File: src/rtl/vga_draw_pkg.sv
// Shared screen geometry defaults and the drawer state encoding.
package vga_draw_pkg;
   localparam int DEF_X_W     = 8;
   localparam int DEF_Y_W     = 7;
   localparam int DEF_COLOR_W = 24;
   localparam int DEF_XMAX    = 160;
   localparam int DEF_YMAX    = 120;

   typedef enum logic [1:0] {
      IDLE = 2'd0,
      DRAW = 2'd1,
      DONE = 2'd2
   } draw_state_t;
endpackage

File: src/rtl/rect_fill_drawer_raster_counter.sv
// Nested x/y raster counter: x runs fastest over [x0, x_end), then y steps.
module raster_counter
   import vga_draw_pkg::*;
#(
   parameter int X_W = DEF_X_W,
   parameter int Y_W = DEF_Y_W
) (
   input  logic           clk,
   input  logic           srst,
   input  logic           i_load,
   input  logic [X_W-1:0] i_x0,
   input  logic [Y_W-1:0] i_y0,
   input  logic [X_W:0]   i_x_end,
   input  logic [Y_W:0]   i_y_end,
   input  logic           i_advance,
   output logic [X_W-1:0] o_x,
   output logic [Y_W-1:0] o_y,
   output logic           o_last
);
   localparam logic [X_W:0]   X_ONE_W = 1;
   localparam logic [Y_W:0]   Y_ONE_W = 1;
   localparam logic [X_W-1:0] X_ONE   = 1;
   localparam logic [Y_W-1:0] Y_ONE   = 1;

   logic [X_W-1:0] r_x;
   logic [X_W-1:0] r_x0;
   logic [Y_W-1:0] r_y;
   logic [X_W:0]   r_x_end;
   logic [Y_W:0]   r_y_end;
   logic           w_row_end;
   logic           w_col_end;

   // Compare in the widened domain so an end of XMAX/YMAX never wraps.
   assign w_row_end = (({1'b0, r_x} + X_ONE_W) == r_x_end);
   assign w_col_end = (({1'b0, r_y} + Y_ONE_W) == r_y_end);
   assign o_last    = w_row_end && w_col_end;
   assign o_x       = r_x;
   assign o_y       = r_y;

   always_ff @(posedge clk) begin
      if (srst) begin
         r_x     <= '0;
         r_x0    <= '0;
         r_y     <= '0;
         r_x_end <= '0;
         r_y_end <= '0;
      end else if (i_load) begin
         r_x     <= i_x0;
         r_x0    <= i_x0;
         r_y     <= i_y0;
         r_x_end <= i_x_end;
         r_y_end <= i_y_end;
      end else if (i_advance) begin
         if (w_row_end) begin
            r_x <= r_x0;
            r_y <= r_y + Y_ONE;
         end else begin
            r_x <= r_x + X_ONE;
         end
      end
   end
endmodule

File: src/rtl/rect_fill_drawer.sv
// Clipped solid-rectangle / full-screen-clear pixel generator feeding a VGA plot port.
module rect_fill_drawer
   import vga_draw_pkg::*;
#(
   parameter int X_W     = DEF_X_W,
   parameter int Y_W     = DEF_Y_W,
   parameter int COLOR_W = DEF_COLOR_W,
   parameter int XMAX    = DEF_XMAX,
   parameter int YMAX    = DEF_YMAX
) (
   input  logic               CLOCK_50,
   input  logic               reset,
   input  logic               start,
   input  logic               clear,
   input  logic [X_W-1:0]     x0,
   input  logic [Y_W-1:0]     y0,
   input  logic [X_W-1:0]     w,
   input  logic [Y_W-1:0]     h,
   input  logic [COLOR_W-1:0] color,
   output logic               busy,
   output logic               done,
   output logic [X_W-1:0]     VGA_X,
   output logic [Y_W-1:0]     VGA_Y,
   output logic [COLOR_W-1:0] VGA_COLOR,
   output logic               plot
);
   localparam logic [X_W:0] L_XMAX = (X_W+1)'(XMAX);
   localparam logic [Y_W:0] L_YMAX = (Y_W+1)'(YMAX);

   draw_state_t        r_state;
   draw_state_t        w_state_next;
   logic [X_W:0]       w_x_sum;
   logic [Y_W:0]       w_y_sum;
   logic [X_W-1:0]     w_x_start;
   logic [Y_W-1:0]     w_y_start;
   logic [X_W:0]       w_x_end;
   logic [Y_W:0]       w_y_end;
   logic               w_zero;
   logic               w_accept;
   logic               w_load;
   logic               w_advance;
   logic               w_last;
   logic               w_busy_next;
   logic               w_done_next;
   logic               w_plot_next;
   logic               r_busy;
   logic               r_done;
   logic               r_plot;
   logic [COLOR_W-1:0] r_color;

   always_comb begin
      w_x_sum   = {1'b0, x0} + {1'b0, w};
      w_y_sum   = {1'b0, y0} + {1'b0, h};
      w_x_start = x0;
      w_y_start = y0;
      w_x_end   = (w_x_sum > L_XMAX) ? L_XMAX : w_x_sum;
      w_y_end   = (w_y_sum > L_YMAX) ? L_YMAX : w_y_sum;
      w_zero    = (w == '0) || (h == '0) ||
                  ({1'b0, x0} >= L_XMAX) || ({1'b0, y0} >= L_YMAX);
      if (clear) begin
         w_x_start = '0;
         w_y_start = '0;
         w_x_end   = L_XMAX;
         w_y_end   = L_YMAX;
         w_zero    = 1'b0;
      end
   end

   assign w_accept  = (r_state == IDLE) && start;
   assign w_load    = w_accept && !w_zero;
   assign w_advance = (r_state == DRAW) && !w_last;

   raster_counter #(.X_W(X_W), .Y_W(Y_W)) u_raster (
      .clk       (CLOCK_50),
      .srst      (reset),
      .i_load    (w_load),
      .i_x0      (w_x_start),
      .i_y0      (w_y_start),
      .i_x_end   (w_x_end),
      .i_y_end   (w_y_end),
      .i_advance (w_advance),
      .o_x       (VGA_X),
      .o_y       (VGA_Y),
      .o_last    (w_last)
   );

   always_ff @(posedge CLOCK_50) begin
      if (reset) r_state <= IDLE;
      else       r_state <= w_state_next;
   end

   always_comb begin
      w_state_next = r_state;
      case (r_state)
         IDLE:    if (start) w_state_next = w_zero ? DONE : DRAW;
         DRAW:    if (w_last) w_state_next = DONE;
         DONE:    w_state_next = IDLE;
         default: w_state_next = IDLE;
      endcase
   end

   // Outputs are decoded from the next state so they appear registered with it.
   always_comb begin
      w_busy_next = (w_state_next != IDLE);
      w_done_next = (w_state_next == DONE);
      w_plot_next = (w_state_next == DRAW);
   end

   always_ff @(posedge CLOCK_50) begin
      if (reset) begin
         r_busy  <= 1'b0;
         r_done  <= 1'b0;
         r_plot  <= 1'b0;
         r_color <= '0;
      end else begin
         r_busy <= w_busy_next;
         r_done <= w_done_next;
         r_plot <= w_plot_next;
         if (w_accept) r_color <= color;
      end
   end

   assign busy      = r_busy;
   assign done      = r_done;
   assign plot      = r_plot;
   assign VGA_COLOR = r_color;
endmodule

File: config.mk
export PLATFORM = sky130hd
export DESIGN_NAME = rect_fill_drawer
export DESIGN_NICKNAME = d
export VERILOG_FILES = /design/src/rtl/vga_draw_pkg.sv /design/src/rtl/rect_fill_drawer_raster_counter.sv /design/src/rtl/rect_fill_drawer.sv
export SDC_FILE = /design/constraint.sdc
export NUM_CORES = 1
export LEC_CHECK = 0
export ABC_AREA = 1
export ABC_CLOCK_PERIOD_IN_PS = 5550
export CAP_MARGIN = 20
export CORE_ASPECT_RATIO = 1.2
export CORE_UTILIZATION = 43
export DETAILED_ROUTE_END_ITERATION = 12
export GPL_ROUTABILITY_DRIVEN = 0
export HOLD_SLACK_MARGIN = 0.12
export PLACE_DENSITY = 0.77
export SETUP_SLACK_MARGIN = 0.3
export SYNTH_ARGS = -nofsm -noshare
export SYNTH_HDL_FRONTEND = slang
export SYNTH_SLANG_ARGS = --single-unit
File: constraint.sdc
create_clock -name CLOCK_50 -period 5.55 [get_ports CLOCK_50]
set_clock_uncertainty 0.05 [all_clocks]
set_input_delay 0.555 -clock CLOCK_50 [delete_from_list [all_inputs] [get_ports CLOCK_50]]
set_output_delay 0.555 -clock CLOCK_50 [all_outputs]
set_load 0.03 [all_outputs]
==> results of run 1 <==
## synthesized netlist by cell type, drive strengths merged
cell type | count | area, um^2
nand3b | 4 | 30.0
buf | 6 | 30.0
o21ai | 48 | 240
o211ai | 1 | 7.51
xnor2 | 4 | 35.0
nand4 | 8 | 50.1
nor4 | 2 | 12.5
ha | 17 | 213
a31oi | 2 | 12.5
a21boi | 2 | 15.0
dfxtp | 69 | 1380
or2 | 4 | 25.0
nand3 | 54 | 290
fa | 2 | 40.0
clkinv | 1 | 3.75
xor2 | 7 | 61.3
a21oi | 33 | 176
nor3 | 9 | 45.0
nor2 | 118 | 473
o21bai | 2 | 15.0
nand2 | 168 | 636
inv | 53 | 199
clkbuf | 10 | 37.5
## final timing paths
path	from	endpoint	slack, ns	cells after the start
min reg2reg	u_raster.r_y_end[7]$_SDFFE_PP0P_	u_raster.r_y_end[7]$_SDFFE_PP0P_	0.42	2
max reg2reg	r_state[1]$_SDFF_PP0_	u_raster.o_x[3]$_SDFFE_PP0P_	2.87	11
max	start	u_raster.o_x[3]$_SDFFE_PP0P_	2.52	11
min	u_raster.r_y_end[7]$_SDFFE_PP0P_	u_raster.r_y_end[7]$_SDFFE_PP0P_	0.42	2
## worst max-delay path: stages
cell and delay, ns:
clkdlybuf4s50_1 0.48, nand3_1 0.08, buf_4 0.22, inv_2 0.41, nand2_1 0.61, nand2_1 0.49
nand2_1 0.11, nand2_1 0.07, nand2_1 0.05, nor2_1 0.09, nor2_1 0.04
## sequential cells by signal, summed over array words and instances (netlist names)
name and cells:
r_state 2, u_raster.o_x 8, plot 1, busy 1
u_raster.r_x_end 9, VGA_COLOR 24, done 1, u_raster.r_y_end 8
u_raster.o_y 7, u_raster.r_x0 8
## report_power, final
| part | internal, uW | switching, uW | leakage (uW) |
|---|---|---|---|
| Combinational | 193 | 281 | 0.00167 |
| Sequential | 538 | 39.1 | 0.000568 |
| Clock | 161 | 187 | 0.0000764 |
| Total | 892 | 508 | 0.00232 |
## cell usage in the layout, fill, tap and decap left out, types with 4 or more instances in the layout
cell               n
nand2_1          166
clkdlybuf4s50_1   99
xor2_1             7
dfxtp_1           69
nand4_1            8
a21oi_1           32
nor2_1           112
nor3_1             9
inv_1             51
clkbuf_8           9
nand3_1           50
o21ai_0           46
ha_1              17
nand3_2            4
nand3b_1           4
xnor2_1            4
## logic make-up (layout without fill, tap and decap cells)
group | Yosys count | in the layout | share of synthesized area, %
compound gates | 88 | 88 | 11.6
xor+xnor | 11 | 11 | 2.39
fa+ha+maj | 19 | 19 | 6.27
buf+inv | 70 | 173 | 6.71
flops | 69 | 69 | 34.3
simple gates | 367 | 367 | 38.8
## through the flow
stage	hold slack, ns	total power, uW	worst slack [ns]	instance area [um^2]	std cells
final	0.417	1400	2.52	5310	847
after global routing	0.431	1490	2.24	5310	847
after CTS	0.420	1410	2.57	5280	845
after detailed placement	0.408	1060	2.20	5120	829
after global placement	0.398	1040	2.28	5120	829
after floorplan	0.389	886	3.19	4030	624
## per-layer routing
metal	wire length (um)	part of all wire (%)	vias up
met5	0	0	-
met4	231	2.2	0
met3	548	5.1	17
met2	5230	49	150
met1	4650	44	1995
li1	-	-	2217
## layout make-up
cell class	instances	area, um^2	share of cell area (%)
Tap cell	120	150	2.83
Timing Repair Buffer	103	1040	19.6
Clock inverter	4	25.0	0.471
Inverter	54	203	3.82
Sequential cell	69	1380	26.0
Multi-Input combinational cell	485	2380	44.7
Clock buffer	12	135	2.54
==> impl_metrics.toml, run 1 <==
[status]
status = "finished, final reports clean"

[setup_path]
arrival_ns = 3.22
worstSetupPathType = "in -> reg"
required_ns = 5.75
endpoint_kind = "flop"
crit_path_max_fanout = 28
start_kind = "primary input"

[detailed_routing]
drt_first_pass_iters = 5
wl_per_cell_um = 12.6
drcViolationCount = 0
vias = 4379
drt_wl_total_um = 10700
viasPerCell = 5.17
ant_nets = 0
drt_iter0_markers = 214

[grt]
grt_pass1_vias = 4100
gr-usage-met3_pct = 4.01
grt_first_pass_wirelength_um = 17900
top_usage_layer = "met2"
grt_use_met1_pct = 25.4
antenna_found_initial = 0
grt_start_max_net_pins = 45
grt_overflow = 0
grtUsageTotal_pct = 22.6
grt_use_met2_pct = 41.9

[clocking]
cts_buffer_depth = 2
cts_setup_buffers = 0
tritoncts = "built"
ctsHtreeMaxLevel = 3
cts.repair.resized = 0
tritoncts.num_buffers = 9
cts.clk_slew.worst_paths_ns = 0.07
clkSinkCount = 69
postCtsHoldBufs = 0
root_buffer = "clkbuf_8"
clock_latency_ns = 0.35

[logic_synthesis]
avgSynthCellArea_um2 = 6.46
ys_ff_latch = 69
ys_seq_area_share_pct = 34.3
syn_inst = 624
syn_nets = 701
synth_cell_type_count = 33
yosysWarnings = 0
syn-cell-area_um2 = 4030

[sta]
post-route-period-util_pct = 54.5
max-slew-margin-rel_pct = 37.0
hold_violations = 0
drv_slew = 0
setup_viol = 0
fmax_mhz = 331
period_needed_ns = 3.03
finalSetupTns_ns = 0
worst_pin_slew_ns = 0.942
rsz0062_at_grt = "no"

[layout]
antennaDiodeCount = 0
drive_above_1_share_pct = 4.81
final_core_utilization_pct = 58.5
area_growth_pct = 31.9
fin_nets = 799
fill_cells = 835

[job]
maxCapViolations = 0

[die]
die_x_um = 90.4
ioPinCount = 100
die_y_um = 108
die_area_um2 = 9760
initial_core_util_pct = 44.4
design.core.area_um2 = 9080
row_count = 38

[place]
io_buffers = 99
place_hpwl_um = 8080

[power]
ir_drop_mv = 0.104
power.leakage_uw = 0.00232
power.density_nw_per_um2 = 263

[min_path]
hold_path_class = "reg -> reg"
No activity file was read; power rests on OpenSTA's default activity.
==> run 2, diff against run 1 <==
--- a/config.mk
+++ b/config.mk
@@ -6,14 +6,14 @@
 export NUM_CORES = 1
 export LEC_CHECK = 0
 export ABC_AREA = 1
-export ABC_CLOCK_PERIOD_IN_PS = 5550
+export ABC_CLOCK_PERIOD_IN_PS = 2550
 export CAP_MARGIN = 20
 export CORE_ASPECT_RATIO = 1.2
 export CORE_UTILIZATION = 43
 export DETAILED_ROUTE_END_ITERATION = 12
 export GPL_ROUTABILITY_DRIVEN = 0
 export HOLD_SLACK_MARGIN = 0.12
-export PLACE_DENSITY = 0.77
+export PLACE_DENSITY = 0.8
 export SETUP_SLACK_MARGIN = 0.3
 export SYNTH_ARGS = -nofsm -noshare
 export SYNTH_HDL_FRONTEND = slang
==> constraint.sdc (replaced) <==
create_clock -name CLOCK_50 -period 2.55 [get_ports CLOCK_50]
set_clock_uncertainty 0.05 [all_clocks]
set_input_delay 0.255 -clock CLOCK_50 [delete_from_list [all_inputs] [get_ports CLOCK_50]]
set_output_delay 0.255 -clock CLOCK_50 [all_outputs]
set_load 0.03 [all_outputs]
==> run 2 against run 1 <==
Sequential power up 120%. Non-clock buffer count increased by 16. First-iteration DRC count down 4.2%. Count of clock-buffer cells in the layout shrank 1. Register-to-register slack worse by 2.5 ns. Highest routed layer unchanged. Critical endpoint is now u_raster.o_x[1]$_SDFFE_PP0P_. Combinational power rose by 130%. Core utilization is 2.9 points higher. Setup slack got worse by 2.1 ns.
==> impl_metrics.toml, run 2 (synthesis gave the netlist of run 1 again) <==
[setup_path]
arrival_ns = 2.32
endpoint_kind = "flop"
crit_path_max_fanout = 9
required_ns = 2.74
start_kind = "flop"
worstSetupPathType = "reg -> reg"

[detailed_routing]
drt_wl_total_um = 10600
drcViolationCount = 0
vias = 4374
wl_per_cell_um = 12.3
viasPerCell = 5.07
ant_nets = 0
drt_first_pass_iters = 6
drt_iter0_markers = 205

[die]
die_x_um = 90.4
die_y_um = 108
ioPinCount = 100
row_count = 38
design.core.area_um2 = 9080
initial_core_util_pct = 44.4
die_area_um2 = 9760

[job]
maxCapViolations = 0

[clocking]
root_buffer = "clkbuf_8"
clock_latency_ns = 0.35
postCtsHoldBufs = 0
clkSinkCount = 69
tritoncts = "built"
tritoncts.num_buffers = 9
cts_buffer_depth = 2
cts.clk_slew.worst_paths_ns = 0.07
ctsHtreeMaxLevel = 3

[sta]
rsz0062_at_grt = "yes"
drv_slew = 0
period_needed_ns = 2.13
layout_setup_ws_ns = 0.419
setup_viol = 0
max-slew-margin-rel_pct = 65.6
worst_pin_slew_ns = 0.515
fmax_mhz = 469
hold_violations = 0
post-route-period-util_pct = 83.6

[power]
p_sw_share_pct = 34.9
internal_power_uw = 2120
power_frac_comb_pct = 34.2
p_switching_uw = 1130
ir_drop_mv = 0.237
clockPowerShare_pct = 27.0
p_seq_share_pct = 38.8
power.density_nw_per_um2 = 583
power.leakage_uw = 0.00243
total_power_uw = 3250

[layout]
drive_above_1_share_pct = 10.6
fill_cells = 773
mostFrequentLayoutCells = "nand2_1, nor2_1, clkdlybuf4s50_1"
final_common_cell = "nand2_1"
area_growth_pct = 38.3
antennaDiodeCount = 0
final_core_utilization_pct = 61.4
largest_reg_flops = 24
fin_nets = 815

[min_path]
hold_path_class = "reg -> reg"

[status]
status = "finished, final reports clean"

[place]
place_hpwl_um = 8120
io_buffers = 99
pre_cts_slack_ns = -0.129

[grt]
grt_pass1_vias = 4139
antenna_found_initial = 0
grt_first_pass_wirelength_um = 17500
grtUsageTotal_pct = 21.8
grt_start_max_net_pins = 33
grt_overflow = 0
[run 2: cell count changes in the layout (fill, tap and decap cells not counted), moves of 3 or more]
cell             before  now
dfxtp_1              69   62
clkdlybuf4s50_1      99   96
nor2_1              112  109
buf_4                 3   19
o21ai_0              46   40
ha_1                 17   13
dfxtp_2               0    5
o21ai_1               2    6
nand2_1             166  162
[run 2: final cells by class]
cell class                      instances  area [um^2]  area share, %
Inverter                               54          203           3.64
Clock inverter                          4         48.8          0.876
Multi-Input combinational cell        485         2490           44.6
Tap cell                              120          150           2.69
Timing Repair Buffer                  119         1150           20.6
Clock buffer                           11          141           2.54
Sequential cell                        69         1400           25.0
[run 2: worst paths after layout]
kind / from / cells after the start / to / slack (ns)
min reg2reg: u_raster.r_x_end[8]$_SDFFE_PP0P_ / 2 / u_raster.r_x_end[8]$_SDFFE_PP0P_ / 0.42
max reg2reg: u_raster.o_x[0]$_SDFFE_PP0P_ / 14 / u_raster.o_x[1]$_SDFFE_PP0P_ / 0.42
max: u_raster.o_x[0]$_SDFFE_PP0P_ / 14 / u_raster.o_x[1]$_SDFFE_PP0P_ / 0.42
min: u_raster.r_x_end[8]$_SDFFE_PP0P_ / 2 / u_raster.r_x_end[8]$_SDFFE_PP0P_ / 0.42
[run 2: timing repair]
item | 4_1_cts | 5_1_grt
pin swaps | 4 | 7
setup buffers | 3 | 1
resized for setup | 7 | 37
endpoints found under the setup margin | 15 | 28
[run 2: layer usage]
layer / share of wire (%) / vias to the layer above / GRT usage [%]
met2: 50 / 138 / 40.2
met5: 0 / - / 0
met3: 5.0 / 17 / 4.64
met4: 1.5 / 0 / 7.95
met1: 44 / 1976 / 24.7
li1: - / 2243 / -
[run 2: per-stage QoR]
| step | cells | hold slack (ns) | cell area (um^2) | TNS [ns] |
|---|---|---|---|---|
| 6_report | 862 | 0.421 | 5570 | 0 |
| 5_1_grt | 862 | 0.439 | 5570 | 0 |
| 4_1_cts | 861 | 0.416 | 5450 | 0 |
| 3_5_place_dp | 843 | 0.405 | 5230 | -0.719 |
| 3_3_place_gp | 843 | 0.399 | 5230 | -0.256 |
| 2_1_floorplan | 624 | 0.367 | 4030 | 0 |
[run 2: power groups by stage]
stage / clock network (uW) / registers [uW] / logic, uW
4_1_cts: 888 / 1250 / 1070
6_report: 876 / 1260 / 1110
5_1_grt: 935 / 1270 / 1220
3_5_place_dp: 0 / 1280 / 1050
2_1_floorplan: 0 / 1400 / 531
3_3_place_gp: 0 / 1270 / 1020
[run 2: worst max-delay path, cell delays in order, from the launching register on]
cell	delay, ns
dfxtp_4	0.39
ha_2	0.22
nand3_2	0.12
inv_2	0.10
nand2_1	0.09
nand3_1	0.10
nand2_1	0.06
nor2_1	0.10
nand3_1	0.12
nor2_4	0.14
nand2_2	0.09
nand2_1	0.10
nand2_4	0.10
o21ai_0	0.16
nor2_1	0.06
